File: src/rtl/seg_pkg.sv
// Shared types and constants for the multiplexed 7-segment scan path.
package seg_pkg;

  typedef enum logic [2:0] {
    ST_IDLE = 3'd0,
    ST_LOAD = 3'd1,
    ST_SEND = 3'd2,
    ST_WAIT = 3'd3,
    ST_HOLD = 3'd4
  } scan_state_e;

  localparam int NIBBLE_W  = 4;
  localparam int FRAME_W   = 16;
  localparam int PWM_SLOTS = 8;
  localparam logic [NIBBLE_W-1:0] BLANK_CODE = 4'd10;

  // Digit 0 sits in the most significant nibble of a frame word.
  function automatic logic [NIBBLE_W-1:0] nibble_of(input logic [FRAME_W-1:0] frame,
                                                    input logic [1:0]         digit);
    logic [NIBBLE_W-1:0] nib;
    case (digit)
      2'd0:    nib = frame[15:12];
      2'd1:    nib = frame[11:8];
      2'd2:    nib = frame[7:4];
      2'd3:    nib = frame[3:0];
      default: nib = frame[3:0];
    endcase
    return nib;
  endfunction

endpackage

File: src/rtl/pwm_slot_gen.sv
// Per-digit hold counter with eighth-slot brightness blanking; blank_o is
// registered and lines up with the cycle the counter value belongs to.
module pwm_slot_gen
  import seg_pkg::*;
#(
  parameter int HOLD_CYCLES = 1024
) (
  input  logic       clk_i,
  input  logic       rst_i,
  input  logic       start_i,
  input  logic       run_i,
  input  logic [2:0] brightness_i,
  output logic       tc_o,
  output logic       blank_o
);

  localparam int CNT_W = (HOLD_CYCLES > 2) ? $clog2(HOLD_CYCLES) : 1;
  localparam logic [CNT_W-1:0] CNT_LAST   = CNT_W'(HOLD_CYCLES - 1);
  localparam logic [CNT_W-1:0] SLOT_LEN_C = CNT_W'(HOLD_CYCLES / PWM_SLOTS);

  logic [CNT_W-1:0] cnt_r;
  logic [CNT_W-1:0] cnt_next_s;
  logic [CNT_W-1:0] slot_s;
  logic             hold_next_s;
  logic             blank_next_s;
  logic             blank_r;

  // Next count, terminal detect and the blanking level for the next cycle.
  always_comb begin
    tc_o        = run_i && (cnt_r == CNT_LAST);
    hold_next_s = start_i || (run_i && !tc_o);
    if (start_i) begin
      cnt_next_s = '0;
    end else if (run_i && !tc_o) begin
      cnt_next_s = cnt_r + CNT_W'(1);
    end else begin
      cnt_next_s = cnt_r;
    end
    slot_s = cnt_next_s / SLOT_LEN_C;
    if (hold_next_s) begin
      blank_next_s = (slot_s > CNT_W'(brightness_i));
    end else begin
      blank_next_s = 1'b1;
    end
  end

  // Counter and blanking registers.
  always_ff @(posedge clk_i or posedge rst_i) begin
    if (rst_i) begin
      cnt_r   <= '0;
      blank_r <= 1'b1;
    end else begin
      cnt_r   <= cnt_next_s;
      blank_r <= blank_next_s;
    end
  end

  assign blank_o = blank_r;

endmodule

File: src/rtl/seg_scan_controller.sv
// Four-digit refresh sequencer: per-digit load/transfer/hold with PWM
// blanking and frame-boundary arbitration between sources A and B.
module seg_scan_controller
  import seg_pkg::*;
#(
  parameter int HOLD_CYCLES = 1024,
  parameter int NUM_DIGITS  = 4
) (
  input  logic                clk_i,
  input  logic                rst_i,
  input  logic                enable_i,
  input  logic [2:0]          brightness_i,
  input  logic [FRAME_W-1:0]  disp_a_i,
  input  logic                colon_a_i,
  input  logic                req_b_i,
  input  logic [FRAME_W-1:0]  disp_b_i,
  input  logic                colon_b_i,
  output logic                grant_b_o,
  input  logic                done_i,
  output logic                trigger_o,
  output logic [1:0]          digit_o,
  output logic [NIBBLE_W-1:0] nibble_o,
  output logic                colon_o,
  output logic                blank_o,
  output logic                frame_start_o
);

  localparam logic [1:0] DIGIT_LAST = 2'(NUM_DIGITS - 1);

  scan_state_e         state_r;
  scan_state_e         state_next_s;
  logic [1:0]          digit_r;
  logic [FRAME_W-1:0]  snap_r;
  logic                grant_b_r;
  logic [NIBBLE_W-1:0] nibble_r;
  logic                colon_r;
  logic                trigger_r;
  logic                frame_start_r;
  logic                hold_start_s;
  logic                hold_run_s;
  logic                hold_tc_s;
  logic                frame_load_s;
  logic [FRAME_W-1:0]  src_data_s;
  logic                src_colon_s;
  logic [NIBBLE_W-1:0] nibble_next_s;

  // Next-state logic plus source selection for the frame snapshot.
  always_comb begin
    state_next_s = state_r;
    case (state_r)
      ST_IDLE: begin
        if (enable_i) state_next_s = ST_LOAD;
        else          state_next_s = ST_IDLE;
      end
      ST_LOAD: state_next_s = ST_SEND;
      ST_SEND: state_next_s = ST_WAIT;
      ST_WAIT: begin
        if (done_i) state_next_s = ST_HOLD;
        else        state_next_s = ST_WAIT;
      end
      ST_HOLD: begin
        if (!hold_tc_s)    state_next_s = ST_HOLD;
        else if (enable_i) state_next_s = ST_LOAD;
        else               state_next_s = ST_IDLE;
      end
      default: state_next_s = ST_IDLE;
    endcase

    hold_start_s = (state_r == ST_WAIT) && done_i;
    hold_run_s   = (state_r == ST_HOLD);
    frame_load_s = (state_r == ST_LOAD) && (digit_r == 2'd0);
    if (req_b_i) begin
      src_data_s  = disp_b_i;
      src_colon_s = colon_b_i;
    end else begin
      src_data_s  = disp_a_i;
      src_colon_s = colon_a_i;
    end
    // Digit 0 reads the live source directly, since the snapshot lands on the same edge.
    if (frame_load_s) nibble_next_s = nibble_of(src_data_s, digit_r);
    else              nibble_next_s = nibble_of(snap_r, digit_r);
  end

  // State, digit index, snapshot and registered outputs.
  always_ff @(posedge clk_i or posedge rst_i) begin
    if (rst_i) begin
      state_r       <= ST_IDLE;
      digit_r       <= 2'd0;
      snap_r        <= '0;
      grant_b_r     <= 1'b0;
      nibble_r      <= 4'd0;
      colon_r       <= 1'b0;
      trigger_r     <= 1'b0;
      frame_start_r <= 1'b0;
    end else begin
      state_r       <= state_next_s;
      trigger_r     <= (state_r == ST_LOAD);
      frame_start_r <= frame_load_s;

      if ((state_r == ST_IDLE) && enable_i) begin
        digit_r <= 2'd0;
      end else if (hold_run_s && hold_tc_s) begin
        digit_r <= (digit_r == DIGIT_LAST) ? 2'd0 : digit_r + 2'd1;
      end else begin
        digit_r <= digit_r;
      end

      if (frame_load_s) begin
        grant_b_r <= req_b_i;
        snap_r    <= src_data_s;
        colon_r   <= src_colon_s;
      end else begin
        grant_b_r <= grant_b_r;
        snap_r    <= snap_r;
        colon_r   <= colon_r;
      end

      if (state_r == ST_LOAD) nibble_r <= nibble_next_s;
      else                    nibble_r <= nibble_r;
    end
  end

  pwm_slot_gen #(
    .HOLD_CYCLES (HOLD_CYCLES)
  ) u_pwm (
    .clk_i        (clk_i),
    .rst_i        (rst_i),
    .start_i      (hold_start_s),
    .run_i        (hold_run_s),
    .brightness_i (brightness_i),
    .tc_o         (hold_tc_s),
    .blank_o      (blank_o)
  );

  assign grant_b_o     = grant_b_r;
  assign trigger_o     = trigger_r;
  assign digit_o       = digit_r;
  assign nibble_o      = nibble_r;
  assign colon_o       = colon_r;
  assign frame_start_o = frame_start_r;

endmodule

File: config.mk
export PLATFORM = sky130hd
export DESIGN_NAME = seg_scan_controller
export DESIGN_NICKNAME = d
export VERILOG_FILES = /design/src/rtl/seg_pkg.sv /design/src/rtl/pwm_slot_gen.sv /design/src/rtl/seg_scan_controller.sv
export SDC_FILE = /design/constraint.sdc
export NUM_CORES = 1
export LEC_CHECK = 0
export CAP_MARGIN = 0
export CELL_PAD_IN_SITES_DETAIL_PLACEMENT = 2
export CELL_PAD_IN_SITES_GLOBAL_PLACEMENT = 2
export CORE_ASPECT_RATIO = 1.5
export CORE_MARGIN = 2
export CORE_UTILIZATION = 30
export CTS_BUF_LIST = sky130_fd_sc_hd__clkbuf_16
export CTS_CLUSTER_SIZE = 30
export DETAILED_ROUTE_END_ITERATION = 16
export GPL_ROUTABILITY_DRIVEN = 1
export PLACE_DENSITY_LB_ADDON = 0.1
export SETUP_SLACK_MARGIN = 0.02
export SYNTH_ARGS = -nofsm -noshare
export SYNTH_HDL_FRONTEND = slang
export SYNTH_SLANG_ARGS = --single-unit
File: constraint.sdc
create_clock -name clk_i -period 5.6 [get_ports clk_i]
set_input_delay 1.68 -clock clk_i [delete_from_list [all_inputs] [get_ports clk_i]]
set_output_delay 1.68 -clock clk_i [all_outputs]
set_load 0.01 [all_outputs]
==> results.cfg, run 1 <==
[synth]
ys_seq_area_share_pct = 43.2
synth_warnings = 0
syn_area_per_cell_um2 = 10.5
synth_edf_count = 0
netlist_area_mm2 = 0.00232
ys_ff_latch = 40
syn_inst = 220
synthesis.nets = 271
synth_async_sr_flop_share_pct = 100
ys_types = 43
synth-main-ff-cell = dfrtp_1

[routing]
antenna_left = 0
drt_wl_total_um = 6820
detail_route.first_pass.iterations = 4
wl_per_cell_um = 18.3
drtIter0Drc = 71
viasPerCell = 5.08
post-route-drc-count = 0
vias = 1888

[setup_path]
crit_fanout = 18
cpPeakStageDelay_ns = 1.12
crit_arrival_ns = 3.80
cp.required_ns = 5.77
crit_family = buffers and inverters
path_buf_inv = 1
critPathLaunch = req_b_i
path_class = in -> reg
slowest_stage = clkdlybuf4s50_1
critPathLaunchType = input pin
end_kind = register
timing.rr.start = digit_o[0]
crit_chain = clkdlybuf4s50_1 > mux2_2 > a22oi_1 > a21oi_1 > a221o_1

[cts]
cts_setup_buffers = 0
root_buffer = clkbuf_16
cts_tree = done
ctsHtreeMaxLevel = 2
cts_sinks = 40
clock_path_buffers = 2
clk_pin_slew_ns = 0.06
clock_latency_ns = 0.29
hold_buffers = 0
cts_buffers = 5
cts_resized = 0

[min_path]
hp-start = snap_r[10]
hold_path.class = reg -> reg

[cells_and_area]
drive_gt1_share_pct = 13.7
nNetsFinal = 320
antenna_cells = 0
layout_common_cells = clkdlybuf4s50_1, dfrtp_1, a21oi_1
final_common_cell = clkdlybuf4s50_1
stdcell_area_mm2 = 0.00304
area_growth_pct = 30.9

[sta]
relSlewSlack_pct = 34.4
finalHoldViolCount = 0
rsz0062_at_grt = false
finalSetupTns_ns = 0
fmax_mhz = 275
period_share_pct = 64.9
setup_viol = 0
drv_slew = 0
post-route-min-period_ns = 3.64
tightest_slew_ns = 0.981
fin_skew_ns = 0.00693

[floorplanning]
dieArea_mm2 = 0.00847
die_h_um = 112
ioPinCount = 53
initial_core_util_pct = 30.7
die_width_um = 75.8
row_count = 39
coreArea_mm2 = 0.00756

[global_routing]
grt_max_degree = 41
grt_overflow = 0
grt_first_pass_wirelength_um = 10900
grt_pass1_vias = 2061
antenna_found_initial = 0
grt_usage_pct = 17.4

[place]
port_buffers = 52
placed_area_mm2 = 0.00290
hpwl_um = 5010
routabilityCongestion = 0.764

[power_and_ir_drop]
p_seq_share_pct = 37.1
power_per_cell_area_mw_per_mm2 = 443
swShare_pct = 36.5
combPwrFrac_pct = 42.1
switchingPower_w = 0.000491
intPower_w = 0.000855
ir_drop_v = 0.000208
p_leak_nw = 1.30
clkPwrFrac_pct = 20.8

[run_status]
status = finished, final reports clean

[run]
maxCapViolCount = 0
-- stage by stage --
| stage | setup WS (ns) | cells | power (W) | hold slack, ns | utilization (%) |
|---|---|---|---|---|---|
| 6_report | 1.96 | 372 | 0.00135 | 0.520 | 40.2 |
| 5_1_grt | 1.84 | 372 | 0.00145 | 0.541 | 40.2 |
| 4_1_cts | 1.92 | 372 | 0.00137 | 0.521 | 40.2 |
| 3_5_place_dp | 1.63 | 364 | 0.00108 | 0.507 | 38.3 |
| 3_3_place_gp | 1.68 | 364 | 0.00106 | 0.500 | 38.3 |
| 2_1_floorplan | 2.56 | 220 | 0.000875 | 0.481 | - |
-- power groups by stage --
stage | combinational, W | clock [W] | sequential, W
6_report | 0.000567 | 0.000280 | 0.000500
3_5_place_dp | 0.000575 | 0 | 0.000504
3_3_place_gp | 0.000559 | 0 | 0.000497
2_1_floorplan | 0.000388 | 0 | 0.000487
4_1_cts | 0.000580 | 0.000289 | 0.000500
5_1_grt | 0.000632 | 0.000299 | 0.000517
-- cell usage after synthesis (2+ instances only) --
cell type | count | area [um^2]
dfrtp_1 | 39 | 976
a21oi_1 | 25 | 125
nor2_1 | 17 | 63.8
mux2_2 | 16 | 180
nand2_1 | 13 | 48.8
inv_1 | 11 | 41.3
ha_1 | 9 | 113
mux2_4 | 9 | 135
a22oi_1 | 8 | 60.1
mux2i_1 | 6 | 60.1
o21ai_0 | 6 | 30.0
and3_1 | 5 | 31.3
nand3_1 | 5 | 25.0
nor3_1 | 5 | 25.0
a211o_1 | 4 | 35.0
a221o_1 | 4 | 40.0
a2bb2oi_1 | 3 | 26.3
buf_1 | 3 | 11.3
buf_2 | 3 | 15.0
a31oi_1 | 2 | 12.5
buf_6 | 2 | 22.5
clkbuf_1 | 2 | 7.51
o41ai_1 | 2 | 17.5
or3_1 | 2 | 12.5
-- state kept, by name (all words and copies together), names as in the netlist --
signal,count
grant_b_o,1
state_r,3
digit_o,2
u_pwm.cnt_r,10
nibble_o,4
frame_start_o,1
snap_r,16
trigger_o,1
u_pwm.blank_o,1
colon_o,1
-- area by class of cell --
type | count | area [um^2]
clock buffers | 5 | 125
clock inverters | 3 | 12.5
fillers | 821 | 4530
inverters | 11 | 41.3
multi-input cells | 158 | 1200
flip-flops and latches | 40 | 1000
well taps | 102 | 128
repair buffers | 53 | 528
-- logic make-up (layout without fill, tap and decap cells) --
family,after synthesis,after routing,share of synthesized area [%]
simple gates,58,58,13.8
flops,40,40,43.2
mux,31,31,16.2
compound gates,59,59,16.6
fa+ha+maj,9,9,4.85
buf+inv,22,72,5.07
xor+xnor,1,1,0.377
-- layer usage --
metal,up-vias,global-route usage [%],routed length [um]
met1,941,18.9,2580
met3,10,3.53,242
li1,900,-,-
met5,-,0,0
met4,0,6.78,133
met2,37,31.6,3860
-- path summary, 6_finish.rpt --
path,end,slack (ns),cells past startpoint
min in group asynchronous,frame_start_o,1.84,3
worst min-delay path,snap_r[10],0.52,1
worst max register to register,snap_r[8],3.15,5
worst max-delay path,nibble_o[3],1.96,5
max in group asynchronous,u_pwm.blank_o,3.38,3
worst min register to register,snap_r[10],0.52,1
No activity file was read; power rests on OpenSTA's default activity.
==> inputs of run 2 (changes only) <==
==> constraint.sdc (replaced) <==
create_clock -name clk_i -period 3.7 [get_ports clk_i]
set_input_delay 1.11 -clock clk_i [delete_from_list [all_inputs] [get_ports clk_i]]
set_output_delay 1.11 -clock clk_i [all_outputs]
set_load 0.01 [all_outputs]
==> run 2 against run 1 <==
  * Clock-buffer cell count did not move
  * Sequential power rose by 49%
  * Routed wire length decreased by 5.1%
  * Die area unchanged
  * Highest routed layer unchanged
  * Critical endpoint is now nibble_o[0]
  * Clock power up 76%
  * Setup slack got worse by 1.2 ns
  * Sequential share of layout area is 0.52 points lower
  * Critical path type unchanged
  * Final area increased by 1.6%
  * Global-route usage fell by 0.32 points
==> results.cfg, run 2 (synthesis gave the netlist of run 1 again) <==
[power_and_ir_drop]
p_seq_share_pct = 35.6
ir_drop_v = 0.000251
combPwrFrac_pct = 40.9
clkPwrFrac_pct = 23.6
power_per_cell_area_mw_per_mm2 = 678
swShare_pct = 34.6
switchingPower_w = 0.000723
intPower_w = 0.00137
p_leak_nw = 1.32

[floorplanning]
ioPinCount = 53
die_width_um = 75.8
dieArea_mm2 = 0.00847
coreArea_mm2 = 0.00756
die_h_um = 112
row_count = 39
initial_core_util_pct = 30.7

[sta]
finalSetupTns_ns = 0
fin_skew_ns = 0.00307
rsz0062_at_grt = false
period_share_pct = 78.0
finalHoldViolCount = 0
drv_slew = 0
post-route-min-period_ns = 2.89
setup_viol = 0
tightest_slew_ns = 0.717
fmax_mhz = 346
holdWs_ns = 0.512
relSlewSlack_pct = 52.0

[cells_and_area]
largest_reg_flops = 16
layout_common_cells = clkdlybuf4s50_1, dfrtp_1, a21oi_1
nNetsFinal = 323
final_common_cell = clkdlybuf4s50_1
drive_gt1_share_pct = 15.0
area_growth_pct = 33.0
antenna_cells = 0
top_register = snap_r

[global_routing]
antenna_found_initial = 0
grt_pass1_vias = 2222
grt_usage_pct = 17.1
grt_max_degree = 41
grt_first_pass_wirelength_um = 11100
grt_overflow = 0

[cts]
hold_buffers = 0
cts_tree = done
cts_buffers = 5
cts_setup_buffers = 0
cts_resized = 0
clock_path_buffers = 2
root_buffer = clkbuf_16
ctsHtreeMaxLevel = 2
clk_pin_slew_ns = 0.06
cts_sinks = 40
clock_latency_ns = 0.28

[setup_path]
cp.required_ns = 3.86
end_kind = register
crit_arrival_ns = 3.05
path_class = in -> reg
crit_fanout = 15
critPathLaunchType = input pin

[routing]
post-route-drc-count = 0
viasPerCell = 5.18
vias = 1942
wl_per_cell_um = 17.2
antenna_left = 0
drtIter0Drc = 56
detail_route.first_pass.iterations = 4
drt_wl_total_um = 6470

[run]
maxCapViolCount = 0

[run_status]
status = finished, final reports clean

[min_path]
hold_path.class = reg -> reg

[place]
port_buffers = 52
hpwl_um = 4920
routabilityCongestion = 0.750
[run 2: cell types whose count changed in the layout (fill, tap and decap cells not counted)]
cell	delta
bufinv_16	+1
inv_1	-1
buf_4	+3
[run 2: power by group through the flow]
stage	Clock (W)	Combinational [W]	Sequential [W]
floorplan	0	0.000586	0.000737
global placement	0	0.000839	0.000749
detailed placement	0	0.000866	0.000756
CTS	0.000510	0.000873	0.000749
global route	0.000525	0.000965	0.000776
finish	0.000493	0.000855	0.000744
[run 2: metrics by stage]
step | area (um^2) | cells | power (W) | util [%] | worst slack [ns]
floorplan | 2320 | 220 | 0.00132 | - | 1.23
global placement | 2920 | 367 | 0.00159 | 38.6 | 0.539
detailed placement | 2920 | 367 | 0.00162 | 38.6 | 0.477
CTS | 3090 | 375 | 0.00213 | 40.8 | 0.780
global route | 3090 | 375 | 0.00227 | 40.8 | 0.637
finish | 3090 | 375 | 0.00209 | 40.8 | 0.812
[run 2: path summary, 6_finish.rpt]
kind	startpoint	end	slack, ns	depth (start not counted)
min in group asynchronous	rst_i	frame_start_o	1.27	3
min	snap_r[8]	snap_r[8]	0.51	1
max in group asynchronous	rst_i	snap_r[12]	2.04	3
max reg2reg	state_r[2]	u_pwm.blank_o	1.32	9
min reg2reg	snap_r[8]	snap_r[8]	0.51	1
max	req_b_i	nibble_o[0]	0.81	5
[run 2: cell type report]
| class | count | area (um^2) |
|---|---|---|
| Clock buffer | 5 | 125 |
| Inverter | 11 | 41.3 |
| Sequential cell | 40 | 1000 |
| Multi-Input combinational cell | 158 | 1200 |
| Clock inverter | 3 | 38.8 |
| Tap cell | 102 | 128 |
| Fill cell | 823 | 4480 |
| Timing Repair Buffer | 56 | 551 |
[run 2: layer usage]
metal	track usage [%]	part of all wire [%]
met4	4.56	1.3
met5	0	0
met3	3.08	3.9
met1	17.7	37
met2	33.1	58
[run 2: critical path, stage by stage]
cell	delay, ns
clkdlybuf4s50_1	0.93
mux2_2	0.42
a22oi_1	0.21
a21oi_1	0.10
a221o_1	0.27
==> inputs of run 3 (changes only) <==
==> constraint.sdc (replaced) <==
create_clock -name clk_i -period 2.94 [get_ports clk_i]
set_input_delay 0.882 -clock clk_i [delete_from_list [all_inputs] [get_ports clk_i]]
set_output_delay 0.882 -clock clk_i [all_outputs]
set_load 0.01 [all_outputs]
==> run 3 against run 2 <==
  * Die area did not move
  * Hold slack better by 0.0035 ns
  * Clock skew decreased by 0.00091 ns
  * Clock power increased by 6.1%
  * Critical path depth increased by 4
  * Via count up 0.15%
  * Setup slack lost 0.35 ns
  * Sequential power rose by 26%
  * First-iteration DRC count unchanged
==> results.cfg, run 3 (synthesis gave the netlist of run 1 again) <==
[sta]
fin_ws_ns = 0.465
finalHoldViolCount = 0
post-route-min-period_ns = 2.47
tightest_slew_ns = 0.664
fin_skew_ns = 0.00217
period_share_pct = 84.2
drv_slew = 0
finalSetupTns_ns = 0
fmax_mhz = 404
rsz0062_at_grt = false
relSlewSlack_pct = 55.4
setup_viol = 0

[routing]
vias = 1945
wl_per_cell_um = 17.1
antenna_left = 0
drtIter0Drc = 56
viasPerCell = 5.17
drt_wl_total_um = 6430
detail_route.first_pass.iterations = 4
post-route-drc-count = 0

[setup_path]
critPathLaunchType = register
r2r_setup_slack_ns = 0.47
crit_fanout = 11
crit_arrival_ns = 2.69
end_kind = register
cp.required_ns = 3.16
crit_chain = nor3b_4 > o211ai_1 > nor2_1 > mux2i_1 > ha_1 > nor2b_1 > o21a_1 > o21ai_0 > nand2_1
cpPeakStageDelay_ns = 0.52
slowest_stage = dfrtp_1
timing.rr.start = state_r[2]
path_class = reg -> reg
critPathLaunch = state_r[2]

[power_and_ir_drop]
p_leak_nw = 1.32
power_per_cell_area_mw_per_mm2 = 827
finalPower_w = 0.00255
ir_drop_v = 0.000373

[cts]
clock_latency_ns = 0.29
cts_sinks = 40
root_buffer = clkbuf_16
cts_tree = done
ctsHtreeMaxLevel = 2
hold_buffers = 0
cts_setup_buffers = 0
clk_pin_slew_ns = 0.06
cts_buffers = 5
cts_resized = 0
clock_path_buffers = 2

[global_routing]
grt_overflow = 0
antenna_found_initial = 0
grt_first_pass_wirelength_um = 10800
grt_pass1_vias = 2231
grt_max_degree = 41
grt_usage_pct = 16.8

[place]
dp_slack_ns = 0.233
port_buffers = 52
placed_cells = 368
routabilityCongestion = 0.740
hpwl_um = 4980

[floorplanning]
row_count = 39
ioPinCount = 53
die_width_um = 75.8
initial_core_util_pct = 30.7
coreArea_mm2 = 0.00756
dieArea_mm2 = 0.00847
die_h_um = 112

[cells_and_area]
top_register = snap_r
largest_reg_flops = 16
nNetsFinal = 324
layout_common_cells = clkdlybuf4s50_1, dfrtp_1, a21oi_1
area_growth_pct = 32.7
final_common_cell = clkdlybuf4s50_1
antenna_cells = 0
drive_gt1_share_pct = 14.6
fillCellCount = 837
final_core_utilization_pct = 40.7
finalNonFillerCells = 376

[run_status]
status = finished, final reports clean

[run]
maxCapViolCount = 0

[min_path]
hp-start = nibble_o[1]
hold_path.class = reg -> reg
## run 3: cell count changes in the layout (fill, tap and decap cells not counted)
cell and delta:
clkinv_1 +2, buf_12 +1, clkinv_2 -1, bufinv_16 -1
## run 3: final cells by class
class | instances | area [um^2] | area share, %
clock buffer | 5 | 125 | 4.06
timing repair buffer | 57 | 571 | 18.5
multi-input combinational | 158 | 1200 | 39.0
clock inverter | 3 | 11.3 | 0.366
inverter | 11 | 41.3 | 1.34
tap | 102 | 128 | 4.14
sequential | 40 | 1000 | 32.5
## run 3: power by group
part           switching [W]  leakage, nW  internal (W)  total, W
clock               0.000218       0.0701      0.000306  0.000523
combinational       0.000516        0.753      0.000570   0.00109
sequential          0.000169        0.495      0.000770  0.000939
total               0.000902         1.32       0.00165   0.00255
## run 3: path summary, 6_finish.rpt
path	to	cells after the start
hold reg to reg	nibble_o[1]	1
setup reg to reg	u_pwm.blank_o	9
hold / removal	nibble_o[1]	1
min in group asynchronous	grant_b_o	3
max in group asynchronous	u_pwm.blank_o	3
setup / recovery	u_pwm.blank_o	9
## run 3: metal layers
layer  GRT usage (%)  share of wire [%]  wire length [um]
met5               0                  0                 0
met4            5.61                2.0               131
met3            3.26                4.0               258
met2            32.2                 59              3770
met1            17.1                 35              2270
## run 3: metrics by stage
stage,instance area [um^2],hold slack [ns]
CTS,3080,0.518
floorplan,2320,0.481
finish,3080,0.515
detailed placement,2940,0.498
global route,3080,0.537
global placement,2940,0.495
## run 3: critical path, delay by kind of cell (launching register included)
family | cells | cell delay [ns]
and+or+nand+nor | 4 | 0.77
AOI/OAI and AO/OA | 3 | 0.58
DFF | 1 | 0.52
adders and majority gates | 1 | 0.27
muxes | 1 | 0.25
